<file path="src/rtl/id_scoreboard_pkg.sv">
// Shared register-file and scoreboard constants for the ID stage.
// Index width, register count and pending-counter sizing live here so every consumer agrees.
package id_scoreboard_pkg;

    localparam int REG_INDEX_BUS = 5;
    localparam int REG_NUM       = 32;
    localparam int SB_CNT_W      = 2;
    localparam int SB_CNT_MAX    = (1 << SB_CNT_W) - 1;

    typedef logic [REG_INDEX_BUS-1:0] reg_idx_t;
    typedef logic [SB_CNT_W-1:0]      sb_cnt_t;
    typedef logic [REG_NUM-1:0]       reg_vec_t;

    // One-hot decode of a register index; x0 never produces a hit.
    function automatic reg_vec_t idx_onehot(input logic vld, input reg_idx_t idx);
        reg_vec_t v;
        v = '0;
        for (int i = 1; i < REG_NUM; i++) begin
            v[i] = vld && (idx == REG_INDEX_BUS'(i));
        end
        return v;
    endfunction

endpackage

</file>
<file path="src/rtl/id_scoreboard_if.sv">
// ID-stage <-> scoreboard handshake bundle: issue request, writeback/kill releases, hazard status.
// The master modport is the ID/pipeline side; the slave modport is the scoreboard.
interface id_scoreboard_if;
    import id_scoreboard_pkg::*;

    logic     id_sb_issue_valid_i;
    logic     id_sb_ready_i;
    logic     id_sb_rs1_en_i;
    reg_idx_t id_sb_rs1_index_i;
    logic     id_sb_rs2_en_i;
    reg_idx_t id_sb_rs2_index_i;
    logic     id_sb_rd_en_i;
    reg_idx_t id_sb_rd_index_i;
    logic     id_sb_wb_valid_i;
    reg_idx_t id_sb_wb_index_i;
    logic     id_sb_kill_valid_i;
    reg_idx_t id_sb_kill_index_i;
    logic     id_sb_stall_o;
    logic     id_sb_issue_o;
    reg_vec_t id_sb_busy_o;
    logic     id_sb_err_o;

    modport master (
        output id_sb_issue_valid_i, id_sb_ready_i,
        output id_sb_rs1_en_i, id_sb_rs1_index_i, id_sb_rs2_en_i, id_sb_rs2_index_i,
        output id_sb_rd_en_i, id_sb_rd_index_i,
        output id_sb_wb_valid_i, id_sb_wb_index_i, id_sb_kill_valid_i, id_sb_kill_index_i,
        input  id_sb_stall_o, id_sb_issue_o, id_sb_busy_o, id_sb_err_o
    );

    modport slave (
        input  id_sb_issue_valid_i, id_sb_ready_i,
        input  id_sb_rs1_en_i, id_sb_rs1_index_i, id_sb_rs2_en_i, id_sb_rs2_index_i,
        input  id_sb_rd_en_i, id_sb_rd_index_i,
        input  id_sb_wb_valid_i, id_sb_wb_index_i, id_sb_kill_valid_i, id_sb_kill_index_i,
        output id_sb_stall_o, id_sb_issue_o, id_sb_busy_o, id_sb_err_o
    );

endinterface

</file>
<file path="src/rtl/id_scoreboard_cnt_cell.sv">
// Pending-write counter for one architectural register: +1 on issue, -1 per writeback/kill release.
// Latency: count updates at the next edge; eff/underflow are combinational. No backpressure of its own.
module sb_cnt_cell
    import id_scoreboard_pkg::*;
(
    input  logic clk,
    input  logic rst,
    input  logic inc_i,
    input  logic dec_wb_i,
    input  logic dec_kill_i,
    output logic eff_nz_o,
    output logic busy_o,
    output logic sat_o,
    output logic underflow_o
);

    sb_cnt_t             cnt_q, cnt_d;
    logic [SB_CNT_W:0]   avail;
    logic [SB_CNT_W:0]   rel;
    logic [SB_CNT_W:0]   diff;

    always_comb begin
        avail       = {1'b0, cnt_q} + {{SB_CNT_W{1'b0}}, inc_i};
        rel         = {{SB_CNT_W{1'b0}}, dec_wb_i} + {{SB_CNT_W{1'b0}}, dec_kill_i};
        diff        = avail - rel;
        underflow_o = rel > avail;
        // Excess releases are dropped: the count bottoms out at zero and the top flags the error.
        cnt_d       = underflow_o ? '0 : diff[SB_CNT_W-1:0];
        // Same-cycle releases are visible to readers, matching regfile write-through.
        eff_nz_o    = {1'b0, cnt_q} > rel;
        busy_o      = cnt_q != '0;
        sat_o       = cnt_q == sb_cnt_t'(SB_CNT_MAX);
    end

    always_ff @(posedge clk or posedge rst) begin
        if (rst) begin
            cnt_q <= '0;
        end else begin
            cnt_q <= cnt_d;
        end
    end

endmodule

</file>
<file path="src/rtl/id_scoreboard.sv">
// Register-hazard scoreboard for ID issue; optional stall-cycle counter under SCOREBOARD_PERF_EN.
// Latency: stall/issue combinational, busy/err one cycle after the event. Stall ignores EX ready.
module id_scoreboard
    import id_scoreboard_pkg::*;
(
    input  logic                 clk,
    input  logic                 rst,
    id_scoreboard_if.slave       sb_if
`ifdef SCOREBOARD_PERF_EN
    ,
    output logic [63:0]          id_sb_stall_cnt_o
`endif
);

    reg_vec_t inc_vec;
    reg_vec_t wb_vec;
    reg_vec_t kill_vec;
    reg_vec_t eff_nz;
    reg_vec_t busy;
    reg_vec_t sat;
    reg_vec_t uf;

    logic rs1_haz, rs2_haz, rd_haz;
    logic stall, issue;
    logic err_q, err_d;

    assign eff_nz[0] = 1'b0;
    assign busy[0]   = 1'b0;
    assign sat[0]    = 1'b0;
    assign uf[0]     = 1'b0;

    for (genvar g = 1; g < REG_NUM; g++) begin : g_cell
        sb_cnt_cell u_cell (
            .clk         (clk),
            .rst         (rst),
            .inc_i       (inc_vec[g]),
            .dec_wb_i    (wb_vec[g]),
            .dec_kill_i  (kill_vec[g]),
            .eff_nz_o    (eff_nz[g]),
            .busy_o      (busy[g]),
            .sat_o       (sat[g]),
            .underflow_o (uf[g])
        );
    end

    always_comb begin
        wb_vec   = idx_onehot(sb_if.id_sb_wb_valid_i,   sb_if.id_sb_wb_index_i);
        kill_vec = idx_onehot(sb_if.id_sb_kill_valid_i, sb_if.id_sb_kill_index_i);

        rs1_haz = sb_if.id_sb_rs1_en_i && (sb_if.id_sb_rs1_index_i != '0)
                  && eff_nz[sb_if.id_sb_rs1_index_i];
        rs2_haz = sb_if.id_sb_rs2_en_i && (sb_if.id_sb_rs2_index_i != '0)
                  && eff_nz[sb_if.id_sb_rs2_index_i];
        // A saturated destination blocks even if a release lands this cycle.
        rd_haz  = sb_if.id_sb_rd_en_i && (sb_if.id_sb_rd_index_i != '0)
                  && sat[sb_if.id_sb_rd_index_i];

        stall   = sb_if.id_sb_issue_valid_i && (rs1_haz || rs2_haz || rd_haz);
        issue   = sb_if.id_sb_issue_valid_i && sb_if.id_sb_ready_i && !stall;
        inc_vec = idx_onehot(issue && sb_if.id_sb_rd_en_i, sb_if.id_sb_rd_index_i);

        err_d   = err_q || (|uf);
    end

    always_ff @(posedge clk or posedge rst) begin
        if (rst) begin
            err_q <= 1'b0;
        end else begin
            err_q <= err_d;
        end
    end

    assign sb_if.id_sb_stall_o = stall;
    assign sb_if.id_sb_issue_o = issue;
    assign sb_if.id_sb_busy_o  = busy;
    assign sb_if.id_sb_err_o   = err_q;

`ifdef SCOREBOARD_PERF_EN
    logic [63:0] stall_cnt_q, stall_cnt_d;

    always_comb begin
        stall_cnt_d = stall_cnt_q + {63'd0, stall};
    end

    always_ff @(posedge clk or posedge rst) begin
        if (rst) begin
            stall_cnt_q <= '0;
        end else begin
            stall_cnt_q <= stall_cnt_d;
        end
    end

    assign id_sb_stall_cnt_o = stall_cnt_q;
`endif

endmodule

</file>
<file path="src/flat_wrapper.sv">
// flat-port wrapper written by rule: the top's interface ports become plain ports
module id_scoreboard_flat import id_scoreboard_pkg::*;
  (clk, rst, sb_if_id_sb_issue_valid_i, sb_if_id_sb_ready_i, sb_if_id_sb_rs1_en_i, sb_if_id_sb_rs1_index_i, sb_if_id_sb_rs2_en_i, sb_if_id_sb_rs2_index_i, sb_if_id_sb_rd_en_i, sb_if_id_sb_rd_index_i, sb_if_id_sb_wb_valid_i, sb_if_id_sb_wb_index_i, sb_if_id_sb_kill_valid_i, sb_if_id_sb_kill_index_i, sb_if_id_sb_stall_o, sb_if_id_sb_issue_o, sb_if_id_sb_busy_o, sb_if_id_sb_err_o);
  id_scoreboard_if sb_if_i ();
  input  logic clk;
  input  logic rst;
  input wire logic [$bits(sb_if_i.id_sb_issue_valid_i)-1:0] sb_if_id_sb_issue_valid_i;
  input wire logic [$bits(sb_if_i.id_sb_ready_i)-1:0] sb_if_id_sb_ready_i;
  input wire logic [$bits(sb_if_i.id_sb_rs1_en_i)-1:0] sb_if_id_sb_rs1_en_i;
  input wire logic [$bits(sb_if_i.id_sb_rs1_index_i)-1:0] sb_if_id_sb_rs1_index_i;
  input wire logic [$bits(sb_if_i.id_sb_rs2_en_i)-1:0] sb_if_id_sb_rs2_en_i;
  input wire logic [$bits(sb_if_i.id_sb_rs2_index_i)-1:0] sb_if_id_sb_rs2_index_i;
  input wire logic [$bits(sb_if_i.id_sb_rd_en_i)-1:0] sb_if_id_sb_rd_en_i;
  input wire logic [$bits(sb_if_i.id_sb_rd_index_i)-1:0] sb_if_id_sb_rd_index_i;
  input wire logic [$bits(sb_if_i.id_sb_wb_valid_i)-1:0] sb_if_id_sb_wb_valid_i;
  input wire logic [$bits(sb_if_i.id_sb_wb_index_i)-1:0] sb_if_id_sb_wb_index_i;
  input wire logic [$bits(sb_if_i.id_sb_kill_valid_i)-1:0] sb_if_id_sb_kill_valid_i;
  input wire logic [$bits(sb_if_i.id_sb_kill_index_i)-1:0] sb_if_id_sb_kill_index_i;
  output wire logic [$bits(sb_if_i.id_sb_stall_o)-1:0] sb_if_id_sb_stall_o;
  output wire logic [$bits(sb_if_i.id_sb_issue_o)-1:0] sb_if_id_sb_issue_o;
  output wire logic [$bits(sb_if_i.id_sb_busy_o)-1:0] sb_if_id_sb_busy_o;
  output wire logic [$bits(sb_if_i.id_sb_err_o)-1:0] sb_if_id_sb_err_o;
  assign sb_if_i.id_sb_issue_valid_i = sb_if_id_sb_issue_valid_i;
  assign sb_if_i.id_sb_ready_i = sb_if_id_sb_ready_i;
  assign sb_if_i.id_sb_rs1_en_i = sb_if_id_sb_rs1_en_i;
  assign sb_if_i.id_sb_rs1_index_i = sb_if_id_sb_rs1_index_i;
  assign sb_if_i.id_sb_rs2_en_i = sb_if_id_sb_rs2_en_i;
  assign sb_if_i.id_sb_rs2_index_i = sb_if_id_sb_rs2_index_i;
  assign sb_if_i.id_sb_rd_en_i = sb_if_id_sb_rd_en_i;
  assign sb_if_i.id_sb_rd_index_i = sb_if_id_sb_rd_index_i;
  assign sb_if_i.id_sb_wb_valid_i = sb_if_id_sb_wb_valid_i;
  assign sb_if_i.id_sb_wb_index_i = sb_if_id_sb_wb_index_i;
  assign sb_if_i.id_sb_kill_valid_i = sb_if_id_sb_kill_valid_i;
  assign sb_if_i.id_sb_kill_index_i = sb_if_id_sb_kill_index_i;
  assign sb_if_id_sb_stall_o = sb_if_i.id_sb_stall_o;
  assign sb_if_id_sb_issue_o = sb_if_i.id_sb_issue_o;
  assign sb_if_id_sb_busy_o = sb_if_i.id_sb_busy_o;
  assign sb_if_id_sb_err_o = sb_if_i.id_sb_err_o;
  id_scoreboard u_core (.clk(clk), .rst(rst), .sb_if(sb_if_i));
endmodule
</file>
<file path="config.mk">
export PLATFORM = sky130hd
export DESIGN_NAME = id_scoreboard_flat
export DESIGN_NICKNAME = d
export VERILOG_FILES = /design/src/rtl/id_scoreboard_pkg.sv /design/src/rtl/id_scoreboard_if.sv /design/src/rtl/id_scoreboard_cnt_cell.sv /design/src/rtl/id_scoreboard.sv /design/src/flat_wrapper.sv
export SDC_FILE = /design/constraint.sdc
export NUM_CORES = 1
export LEC_CHECK = 0
export ABC_CLOCK_PERIOD_IN_PS = 7050
export BUFFER_PORTS_ARGS = -buffer_cell sky130_fd_sc_hd__buf_2
export CORE_AREA = 2 2 226 117
export CTS_CLUSTER_SIZE = 16
export DETAILED_ROUTE_END_ITERATION = 8
export DIE_AREA = 0 0 228 119
export REMOVE_ABC_BUFFERS = 1
export SETUP_SLACK_MARGIN = 0.4
export SYNTH_ARGS = -nofsm -noshare
export SYNTH_HDL_FRONTEND = slang
export SYNTH_HIERARCHICAL = 1
export SYNTH_SLANG_ARGS = --single-unit
</file>
<file path="constraint.sdc">
create_clock -name clk -period 7.05 [get_ports clk]
set_clock_uncertainty 0.2 [all_clocks]
set_input_delay 0.3525 -clock clk [delete_from_list [all_inputs] [get_ports clk]]
set_output_delay 0.3525 -clock clk [all_outputs]
set_load 0.02 [all_outputs]
</file>
==> results of run 1 <==
==> cell families after synthesis <==
logic type,Yosys count,synth area share (%)
XOR/XNOR,31,2.75
multiplexers,34,5.45
buffers and inverters,282,11.2
AND/OR/NAND/NOR,409,23.3
other,1,0.0379
AO/OA/AOI/OAI,139,9.90
adder cells (fa/ha/maj),248,31.4
flip-flops,63,15.9
==> flip-flops by register name (all words and copies together) (netlist names) <==
register,flops
u_core/sb_if.id_sb_err_o,1
u_core/g_cell.u_cell/cnt_q,62
==> layout make-up <==
class	count	area, um2	share of cell area (%)
inverter	252	946	8.71
multi-input combinational	862	7200	66.3
clock inverter	3	40.0	0.369
timing repair buffer	73	380	3.50
tap	352	440	4.06
clock buffer	13	270	2.49
sequential	63	1580	14.5
==> where the power goes <==
| part | total, mW | internal, mW | switching (mW) |
|---|---|---|---|
| Sequential | 0.533 | 0.436 | 0.0961 |
| Combinational | 1.37 | 0.564 | 0.807 |
| Clock | 0.480 | 0.301 | 0.179 |
| Total | 2.38 | 1.30 | 1.08 |
==> critical path: stages <==
cell and delay, ns:
buf_2 0.14, nor2b_1 0.18, nand3_1 0.22, nor3_1 0.40
ha_1 0.28, inv_1 0.05, ha_1 0.28, a21oi_1 0.13
a21oi_1 0.09, mux4_1 0.55, mux2_2 0.29, nand4_2 0.11
nand4_4 0.22, buf_4 0.29, nor4_2 0.35, ha_1 0.21
ha_1 0.22, inv_1 0.06, ha_1 0.25, nand2b_1 0.12
a211oi_2 0.09, nor4_1 0.66, nand4_1 0.27, or2_2 0.35
==> how the worst max path moves through the flow <==
stage | to | start | cells after the start | slack [ns]
after floorplan | u_core/sb_if.id_sb_err_o$_DFF_PP0_ | sb_if_id_sb_kill_index_i[2] | 21 | 1.32
after detailed placement | u_core/sb_if.id_sb_err_o$_DFF_PP0_ | sb_if_id_sb_kill_index_i[4] | 24 | 0.79
after global routing | u_core/sb_if.id_sb_err_o$_DFF_PP0_ | sb_if_id_sb_kill_index_i[4] | 24 | 0.82
after CTS | u_core/sb_if.id_sb_err_o$_DFF_PP0_ | sb_if_id_sb_kill_index_i[4] | 24 | 1.19
after global placement | u_core/sb_if.id_sb_err_o$_DFF_PP0_ | sb_if_id_sb_kill_index_i[4] | 24 | 0.75
final | u_core/sb_if.id_sb_err_o$_DFF_PP0_ | sb_if_id_sb_kill_index_i[4] | 24 | 0.93
==> stage by stage <==
stage / instances / setup WS, ns / hold WS, ns / power [mW] / instance area (um2)
3_5_place_dp: 1602 / 0.787 / 0.408 / 1.88 / 10500
3_3_place_gp: 1602 / 0.750 / 0.398 / 1.86 / 10500
2_1_floorplan: 1177 / 1.32 / -0.119 / 1.45 / 9720
4_1_cts: 1618 / 1.19 / 0.00523 / 2.38 / 10900
6_report: 1618 / 0.934 / 0.00583 / 2.38 / 10900
5_1_grt: 1618 / 0.817 / 0.0273 / 2.58 / 10900
==> cell usage in the layout (no fill, tap or decap), types with 11 or more instances in the layout <==
| cell | count |
|---|---|
| ha_1 | 248 |
| inv_1 | 221 |
| nor2_1 | 132 |
| a21oi_1 | 93 |
| buf_2 | 67 |
| dfrtp_1 | 63 |
| and2_1 | 62 |
| nand2_1 | 49 |
| nand2b_1 | 41 |
| clkinv_1 | 31 |
| a211oi_2 | 31 |
| xor2_1 | 31 |
| or2_1 | 31 |
| nor4_2 | 30 |
| mux2i_1 | 13 |
| nand3_1 | 11 |
| nor3_1 | 11 |
==> metal layers <==
layer  track usage [%]  vias to the layer above
met5                 0                        -
met4              6.41                        0
met3              7.18                       48
met2              28.7                      298
met1              33.9                     3864
li1                  -                     4101
==> flow_summary.ini, run 1 <==
[cells_and_area]
fillers = 2583
final_util_pct = 42.5
n_antenna_cell = 0
drive_above_1_share_pct = 13.5
fin_nets = 1543
area_growth_pct = 9.78

[routing]
ant_nets = 0
top_layer_used = met4
drt-initial-drc-count = 646
via_per_inst = 5.14
dr_wl_met2_um = 10300
vias = 8311
totalWireLength_um = 28800
wire_per_inst_um = 17.8
firstDrtPassIters = 5
routed-wl-met3_um = 2790
drc = 0
wl_met1_um = 15100

[timing]
setup_viol = 0
hold_viol = 0
fin_crit_ns = 6.12
maxSlewHeadroom_pct = 34.6
fin_crit_sh_pct = 86.8
final_max_slew_viol_count = 0
fmax_mhz = 163
tns_ns = 0
max_slew.worst_pin.slew_ns = 0.982
rsz0062_at_grt = no

[placement]
portBuffers = 67
dp_hpwl_um = 24100
place_congestion = 0.979

[synth]
ys_ff_latch = 63
synth_area_leaders = ha_1, dfrtp_1, inv_1
synth_edf_count = 0
syn_avg_cell_area_um2 = 8.19
synth-async-reset-ratio_pct = 100
synth.top_cells.by_count = ha_1, inv_1, nor2_1
ys.flop_type = dfrtp_1
synth_top_cell_area_share_pct = 31.4
netlist_instances = 1207
yosysMostFrequentCell = ha_1
synth_cell_types = 51
yosysSeqAreaShare_pct = 15.9
synth_area_leader_cell = ha_1
synth_area_um2 = 9890
ys_warn_count = 6

[setup_path]
crit_fanout = 12
r2r_end = u_core/sb_if.id_sb_err_o$_DFF_PP0_
reg2reg_from = u_core/g_cell[10].u_cell/cnt_q[1]$_DFF_PP0_
r2r_slack_ns = 1.68
worstPathArrival_ns = 6.16
startpoint_type = input port
cp.required_ns = 7.10
r2r_cells = 18
end_kind = register
critPathKind = in2reg

[clock_network]
clk_pin_slew_worst_paths_ns = 0.05
htreeDepth = 3
hold_buffers = 0
numCtsBuffers = 9
clock_latency_ns = 0.37
cts_buffer_depth = 2
cts_setup_buffers = 0
clockRootBuffer = clkbuf_16
clock_sinks = 63
cts_tree = built
post_cts_resized = 0

[die]
die_x_um = 228
die_area_um2 = 27100
placementRows = 42
initial_utilization_pct = 38.7
coreArea_um2 = 25500
die_h_um = 119
io_pins = 69

[global_route]
antenna_found_initial = 0
grt_pass1_vias = 8074
grt_pass1_wl_um = 45500
grt.overflow.total = 0
grt_usage_pct = 22.2
grt_max_degree = 34

[pwr]
p_leak_nw = 5.19
ir_worst_vdd_v = 0.000127
power.density_nw_per_um2 = 220

[worst_hold_path]
hold_path_class = in2async

[flow_run]
cap_violations = 0

[run_status]
status = finished, final reports clean
No activity file was read; power rests on OpenSTA's default activity.
==> run 2: changes to the inputs <==
--- a/config.mk
+++ b/config.mk
@@ -5,7 +5,7 @@
 export SDC_FILE = /design/constraint.sdc
 export NUM_CORES = 1
 export LEC_CHECK = 0
-export ABC_CLOCK_PERIOD_IN_PS = 7050
+export ABC_CLOCK_PERIOD_IN_PS = 5300
 export BUFFER_PORTS_ARGS = -buffer_cell sky130_fd_sc_hd__buf_2
 export CORE_AREA = 2 2 226 117
 export CTS_CLUSTER_SIZE = 16
==> constraint.sdc (replaced) <==
create_clock -name clk -period 5.3 [get_ports clk]
set_clock_uncertainty 0.2 [all_clocks]
set_input_delay 0.265 -clock clk [delete_from_list [all_inputs] [get_ports clk]]
set_output_delay 0.265 -clock clk [all_outputs]
set_load 0.02 [all_outputs]
==> run 2 against run 1 <==
- worst setup slack got worse by 0.86 ns
- cell area up 27%
- cell count grew 14%
- combinational power is 85% higher
- critical path depth is 4 higher
- routed wire length is 14% higher
- critical path type unchanged
- global-route usage up 2.4 points
==> flow_summary.ini, run 2 (synthesis gave the netlist of run 1 again) <==
[run_status]
status = finished, final reports clean

[cells_and_area]
fin_nets = 1774
area_growth_pct = 39.2
largest_reg_flops = 62
drive_above_1_share_pct = 36.7
n_antenna_cell = 0
mostFrequentLayoutCell = buf_4
final_util_pct = 53.9
final_cell_area_um2 = 13800
largest_register = u_core/g_cell.u_cell/cnt_q
layout_common_cells = buf_4, inv_1, ha_1

[setup_path]
crit_path_top_delay_cell = mux4_2
startpoint_type = input port
reg2reg_from = u_core/g_cell[4].u_cell/cnt_q[1]$_DFF_PP0_
worstPathArrival_ns = 5.29
cp_slowest_stage_delay_ns = 0.48
crit_top_cell = buf_4
critPathKind = in2reg
end_kind = register
crit_path_start = sb_if_id_sb_wb_index_i[1]
cp.required_ns = 5.36
crit_fanout = 5

[global_route]
grt_usage_pct = 24.5
grt.overflow.total = 0
grt_pass1_vias = 9116
grt_max_degree = 33
antenna_found_initial = 0
grt_pass1_wl_um = 50700

[routing]
drc = 0
vias = 9283
totalWireLength_um = 32700
routed-wl-met3_um = 3260
via_per_inst = 5.03
ant_nets = 0
top_layer_used = met4
firstDrtPassIters = 5
dr_wl_met2_um = 13000
wire_per_inst_um = 17.7
drt-initial-drc-count = 702
wl_met1_um = 15800

[timing]
final_max_slew_viol_count = 0
tns_ns = 0
fmax_mhz = 191
setup_viol = 0
rsz0062_at_grt = yes
fin_crit_sh_pct = 98.7
hold_viol = 0
fin_crit_ns = 5.23
maxSlewHeadroom_pct = 30.0
max_slew.worst_pin.slew_ns = 1.05

[clock_network]
numCtsBuffers = 9
clock_latency_ns = 0.37
clockRootBuffer = clkbuf_16
cts_buffer_depth = 2
clk_pin_slew_worst_paths_ns = 0.06
cts_tree = built
htreeDepth = 3
clock_sinks = 63

[pwr]
p_int_mw = 2.12
total_power_mw = 3.81
power.density_nw_per_um2 = 277
p_sw_share_pct = 44.4
p_leak_nw = 6.38
power_frac_clock_pct = 14.2
p_sw_mw = 1.69
pwr-share-comb_pct = 66.7
seqPwrFrac_pct = 19.1
ir_worst_vdd_v = 0.000172

[placement]
place_congestion = 0.932
dp_hpwl_um = 25800
dpl-instance-area_um2 = 12000
portBuffers = 67

[die]
initial_utilization_pct = 38.7
die_h_um = 119
placementRows = 42
die_area_um2 = 27100
die_x_um = 228
coreArea_um2 = 25500
io_pins = 69

[flow_run]
cap_violations = 0

[worst_hold_path]
hp-start = u_core/sb_if.id_sb_err_o$_DFF_PP0_
hold_path_class = reg2reg
run 2: cell count changes in the layout (fill, tap and decap cells not counted), moves of 11 or more:
cell,before,now
buf_4,6,225
ha_1,248,197
a21oi_1,93,64
a21oi_2,0,27
ha_4,0,27
ha_2,0,24
nor2_1,132,112
nor4_4,0,15
nor2_4,0,11
run 2: repair_timing:
action | CTS | global route
buffers inserted | 20 | 9
pin swaps | 51 | 43
hold endpoints to repair | 63 | 0
setup endpoints to repair | 4 | 17
cloned | 3 | 0
hold buffers | 1 | 0
resized for setup | 170 | 58
run 2: critical path: cells and delay by family:
family                     cells  cell delay, ns
muxes                          2            0.77
buffers and inverters          8            1.07
adders and majority gates      5            1.11
AOI/OAI and AO/OA              3            0.37
and+or+nand+nor               10            1.70
run 2: path summary, 6_finish.rpt:
check	slack (ns)	cells after the start	to
hold / removal	0.47	3	u_core/sb_if.id_sb_err_o$_DFF_PP0_
setup reg to reg	0.31	17	u_core/sb_if.id_sb_err_o$_DFF_PP0_
max in group asynchronous	4.20	3	u_core/g_cell[13].u_cell/cnt_q[0]$_DFF_PP0_
min in group asynchronous	0.49	3	u_core/sb_if.id_sb_err_o$_DFF_PP0_
setup / recovery	0.07	28	u_core/sb_if.id_sb_err_o$_DFF_PP0_
hold reg to reg	0.47	3	u_core/sb_if.id_sb_err_o$_DFF_PP0_
run 2: metal layers:
metal | track usage (%) | up-vias
li1 | - | 4550
met1 | 35.8 | 4392
met2 | 34.3 | 291
met3 | 7.52 | 50
met4 | 7.07 | 0
met5 | 0 | -
run 2: layout make-up:
class	instances	area [um2]
Clock buffer	12	236
Clock inverter	2	10.0
Fill cell	2354	11800
Inverter	252	946
Multi-Input combinational cell	862	8280
Sequential cell	63	1580
Tap cell	352	440
Timing Repair Buffer	304	2280
run 2: per-stage QoR:
stage	setup slack, ns	instances	hold slack [ns]
4_1_cts	0.292	1838	0.468
2_1_floorplan	-0.338	1177	-0.206
5_1_grt	-0.0731	1847	0.508
6_report	0.0689	1847	0.470
3_3_place_gp	-0.508	1800	0.329
3_5_place_dp	-0.639	1800	0.322
run 2: power groups by stage:
stage	registers [mW]	clock network, mW	logic, mW
2_1_floorplan	0.661	0	1.27
3_3_place_gp	0.710	0	2.01
5_1_grt	0.742	0.587	2.75
6_report	0.727	0.542	2.54
4_1_cts	0.717	0.568	2.38
3_5_place_dp	0.710	0	2.06
==> run 3: changes to the inputs <==
--- a/config.mk
+++ b/config.mk
@@ -8,7 +8,7 @@
 export ABC_CLOCK_PERIOD_IN_PS = 5300
 export BUFFER_PORTS_ARGS = -buffer_cell sky130_fd_sc_hd__buf_2
 export CORE_AREA = 2 2 226 117
-export CTS_CLUSTER_SIZE = 16
+export CTS_CLUSTER_SIZE = 14
 export DETAILED_ROUTE_END_ITERATION = 8
 export DIE_AREA = 0 0 228 119
 export REMOVE_ABC_BUFFERS = 1
@@ -17,3 +17,4 @@
 export SYNTH_HDL_FRONTEND = slang
 export SYNTH_HIERARCHICAL = 1
 export SYNTH_SLANG_ARGS = --single-unit
+export TNS_END_PERCENT = 5
==> constraint.sdc (replaced) <==
create_clock -name clk -period 5.3 [get_ports clk]
set_clock_uncertainty 0.2 [all_clocks]
set_input_delay 0.53 -clock clk [delete_from_list [all_inputs] [get_ports clk]]
set_output_delay 0.53 -clock clk [all_outputs]
set_load 0.02 [all_outputs]
==> run 3 against run 2 <==
- the run now ends with negative setup slack left
- combinational power grew 8.3%
- register-to-register slack gained 0.10 ns
- routed wire length rose by 4.6%
- worst setup slack got worse by 0.24 ns
- clock power rose by 31%
- count of clock-buffer cells in the layout is 2 higher
- die area stayed put
- cell count up 0.97%
- global-route usage is 0.10 points higher
- critical endpoint unchanged
==> flow_summary.ini, run 3 (synthesis gave the netlist of run 1 again) <==
[run_status]
status = complete, but fails checks
violations = negative setup slack

[placement]
portBuffers = 67
dp_hpwl_um = 26000
place_ws_ns = -0.822
dpl-instance-area_um2 = 12100
place_congestion = 0.941

[routing]
wire_per_inst_um = 18.4
drc = 0
via_per_inst = 5.08
totalWireLength_um = 34200
ant_nets = 0
firstDrtPassIters = 5
drt-initial-drc-count = 667
vias = 9477

[timing]
fin_crit_ns = 5.48
maxSlewHeadroom_pct = 40.9
tns_ns = -0.422
max_slew.worst_pin.slew_ns = 0.886
fin_crit_sh_pct = 103
fin_ws_ns = -0.175
setup_viol = 3
hold_viol = 0
final_max_slew_viol_count = 0
fmax_mhz = 183
rsz0062_at_grt = yes

[clock_network]
cts_buffer_depth = 2
hold_buffers = 0
numCtsBuffers = 9
clock_latency_ns = 0.37
cts_tree = built
clock_sinks = 63
clk_pin_slew_worst_paths_ns = 0.06
htreeDepth = 3
clockRootBuffer = clkbuf_16

[die]
placementRows = 42
die_x_um = 228
die_h_um = 119
initial_utilization_pct = 38.7
die_area_um2 = 27100
coreArea_um2 = 25500
io_pins = 69

[global_route]
antenna_found_initial = 0
grt_pass1_vias = 9315
grt_pass1_wl_um = 50900
grt_usage_pct = 24.6
grt_max_degree = 33
grt.overflow.total = 0

[pwr]
p_leak_nw = 6.53
p_sw_share_pct = 43.3
p_sw_mw = 1.81
seqPwrFrac_pct = 17.5
power_frac_clock_pct = 16.9
pwr-share-comb_pct = 65.5
ir_worst_vdd_v = 0.000223
power.density_nw_per_um2 = 292
p_int_mw = 2.38
total_power_mw = 4.19

[setup_path]
crit_fanout = 5
r2r_cells = 19
critPathKind = in2reg
crit_path_top_delay_cell = nor4_2
crit_top_cell = buf_4
end_kind = register
worstPathArrival_ns = 5.54
cp_slowest_stage_delay_ns = 0.30
cp.required_ns = 5.36
startpoint_type = input port

[worst_hold_path]
hold_path_class = in2async

[cells_and_area]
area_growth_pct = 45.3
largest_register = u_core/g_cell.u_cell/cnt_q
drive_above_1_share_pct = 39.9
final_cell_area_um2 = 14400
fin_nets = 1790
n_antenna_cell = 0
largest_reg_flops = 62
mostFrequentLayoutCell = buf_4
final_util_pct = 56.2
layout_common_cells = buf_4, inv_1, ha_1

[flow_run]
cap_violations = 0
## run 3: cell types whose count changed in the layout (fill, tap and decap cells not counted), moves of 5 or more
| cell | change |
|---|---|
| ha_1 | -14 |
| nor2_4 | -5 |
| buf_4 | +13 |
| nor2_2 | +9 |
| nor4_2 | -14 |
| nor4_4 | +14 |
| nand2b_4 | +7 |
| nand2b_1 | -6 |
| ha_4 | +8 |
| ha_2 | +6 |
## run 3: path summary, 6_finish.rpt
check,startpoint,end,slack [ns]
min,rst,u_core/sb_if.id_sb_err_o$_DFF_PP0_,0.18
max,sb_if_id_sb_kill_index_i[4],u_core/sb_if.id_sb_err_o$_DFF_PP0_,-0.18
min in group clk,u_core/sb_if.id_sb_err_o$_DFF_PP0_,u_core/sb_if.id_sb_err_o$_DFF_PP0_,0.46
max reg2reg,u_core/g_cell[4].u_cell/cnt_q[1]$_DFF_PP0_,u_core/sb_if.id_sb_err_o$_DFF_PP0_,0.41
max in group asynchronous,rst,u_core/g_cell[18].u_cell/cnt_q[0]$_DFF_PP0_,4.51
min reg2reg,u_core/sb_if.id_sb_err_o$_DFF_PP0_,u_core/sb_if.id_sb_err_o$_DFF_PP0_,0.46
## run 3: metrics by stage
stage / std cells / hold WS (ns)
4_1_cts: 1855 / 0.201
6_report: 1865 / 0.184
5_1_grt: 1865 / 0.226
3_3_place_gp: 1809 / 0.436
3_5_place_dp: 1809 / 0.453
2_1_floorplan: 1177 / 0.0587
## run 3: cell type report
cell class	count	area (um2)
timing repair buffer	320	2450
multi-input combinational	862	8600
clock buffer	14	284
sequential	63	1580
inverter	252	948
fill	2264	11200
clock inverter	2	60.1
tap	352	440
## run 3: per-layer routing
metal	part of all wire, %	track usage [%]	wire length, um
met5	0	0	0
met1	49	35.2	16600
met4	2.3	7.27	799
met2	42	35.5	14200
met3	7.6	7.40	2600
## run 3: repair_timing
action | 4_1_cts | 5_1_grt
endpoints found under the setup margin | 31 | 49
resized for setup | 151 | 131
buffers inserted | 26 | 9
pin swaps | 53 | 74
cloned | 4 | 1
## run 3: worst max-delay path: cells and delay by family
| kind | cells | cell delay (ns) |
|---|---|---|
| buffers and inverters | 10 | 1.38 |
| AO/OA/AOI/OAI | 5 | 0.78 |
| adder cells (fa/ha/maj) | 5 | 1.30 |
| AND/OR/NAND/NOR | 9 | 1.45 |
| multiplexers | 1 | 0.06 |
## run 3: power by group through the flow
stage / combinational [mW] / sequential, mW / clock [mW]
global placement: 2.02 / 0.709 / 0
detailed placement: 2.07 / 0.712 / 0
global route: 2.95 / 0.749 / 0.747
floorplan: 1.27 / 0.661 / 0
CTS: 2.39 / 0.715 / 0.729
finish: 2.75 / 0.733 / 0.710
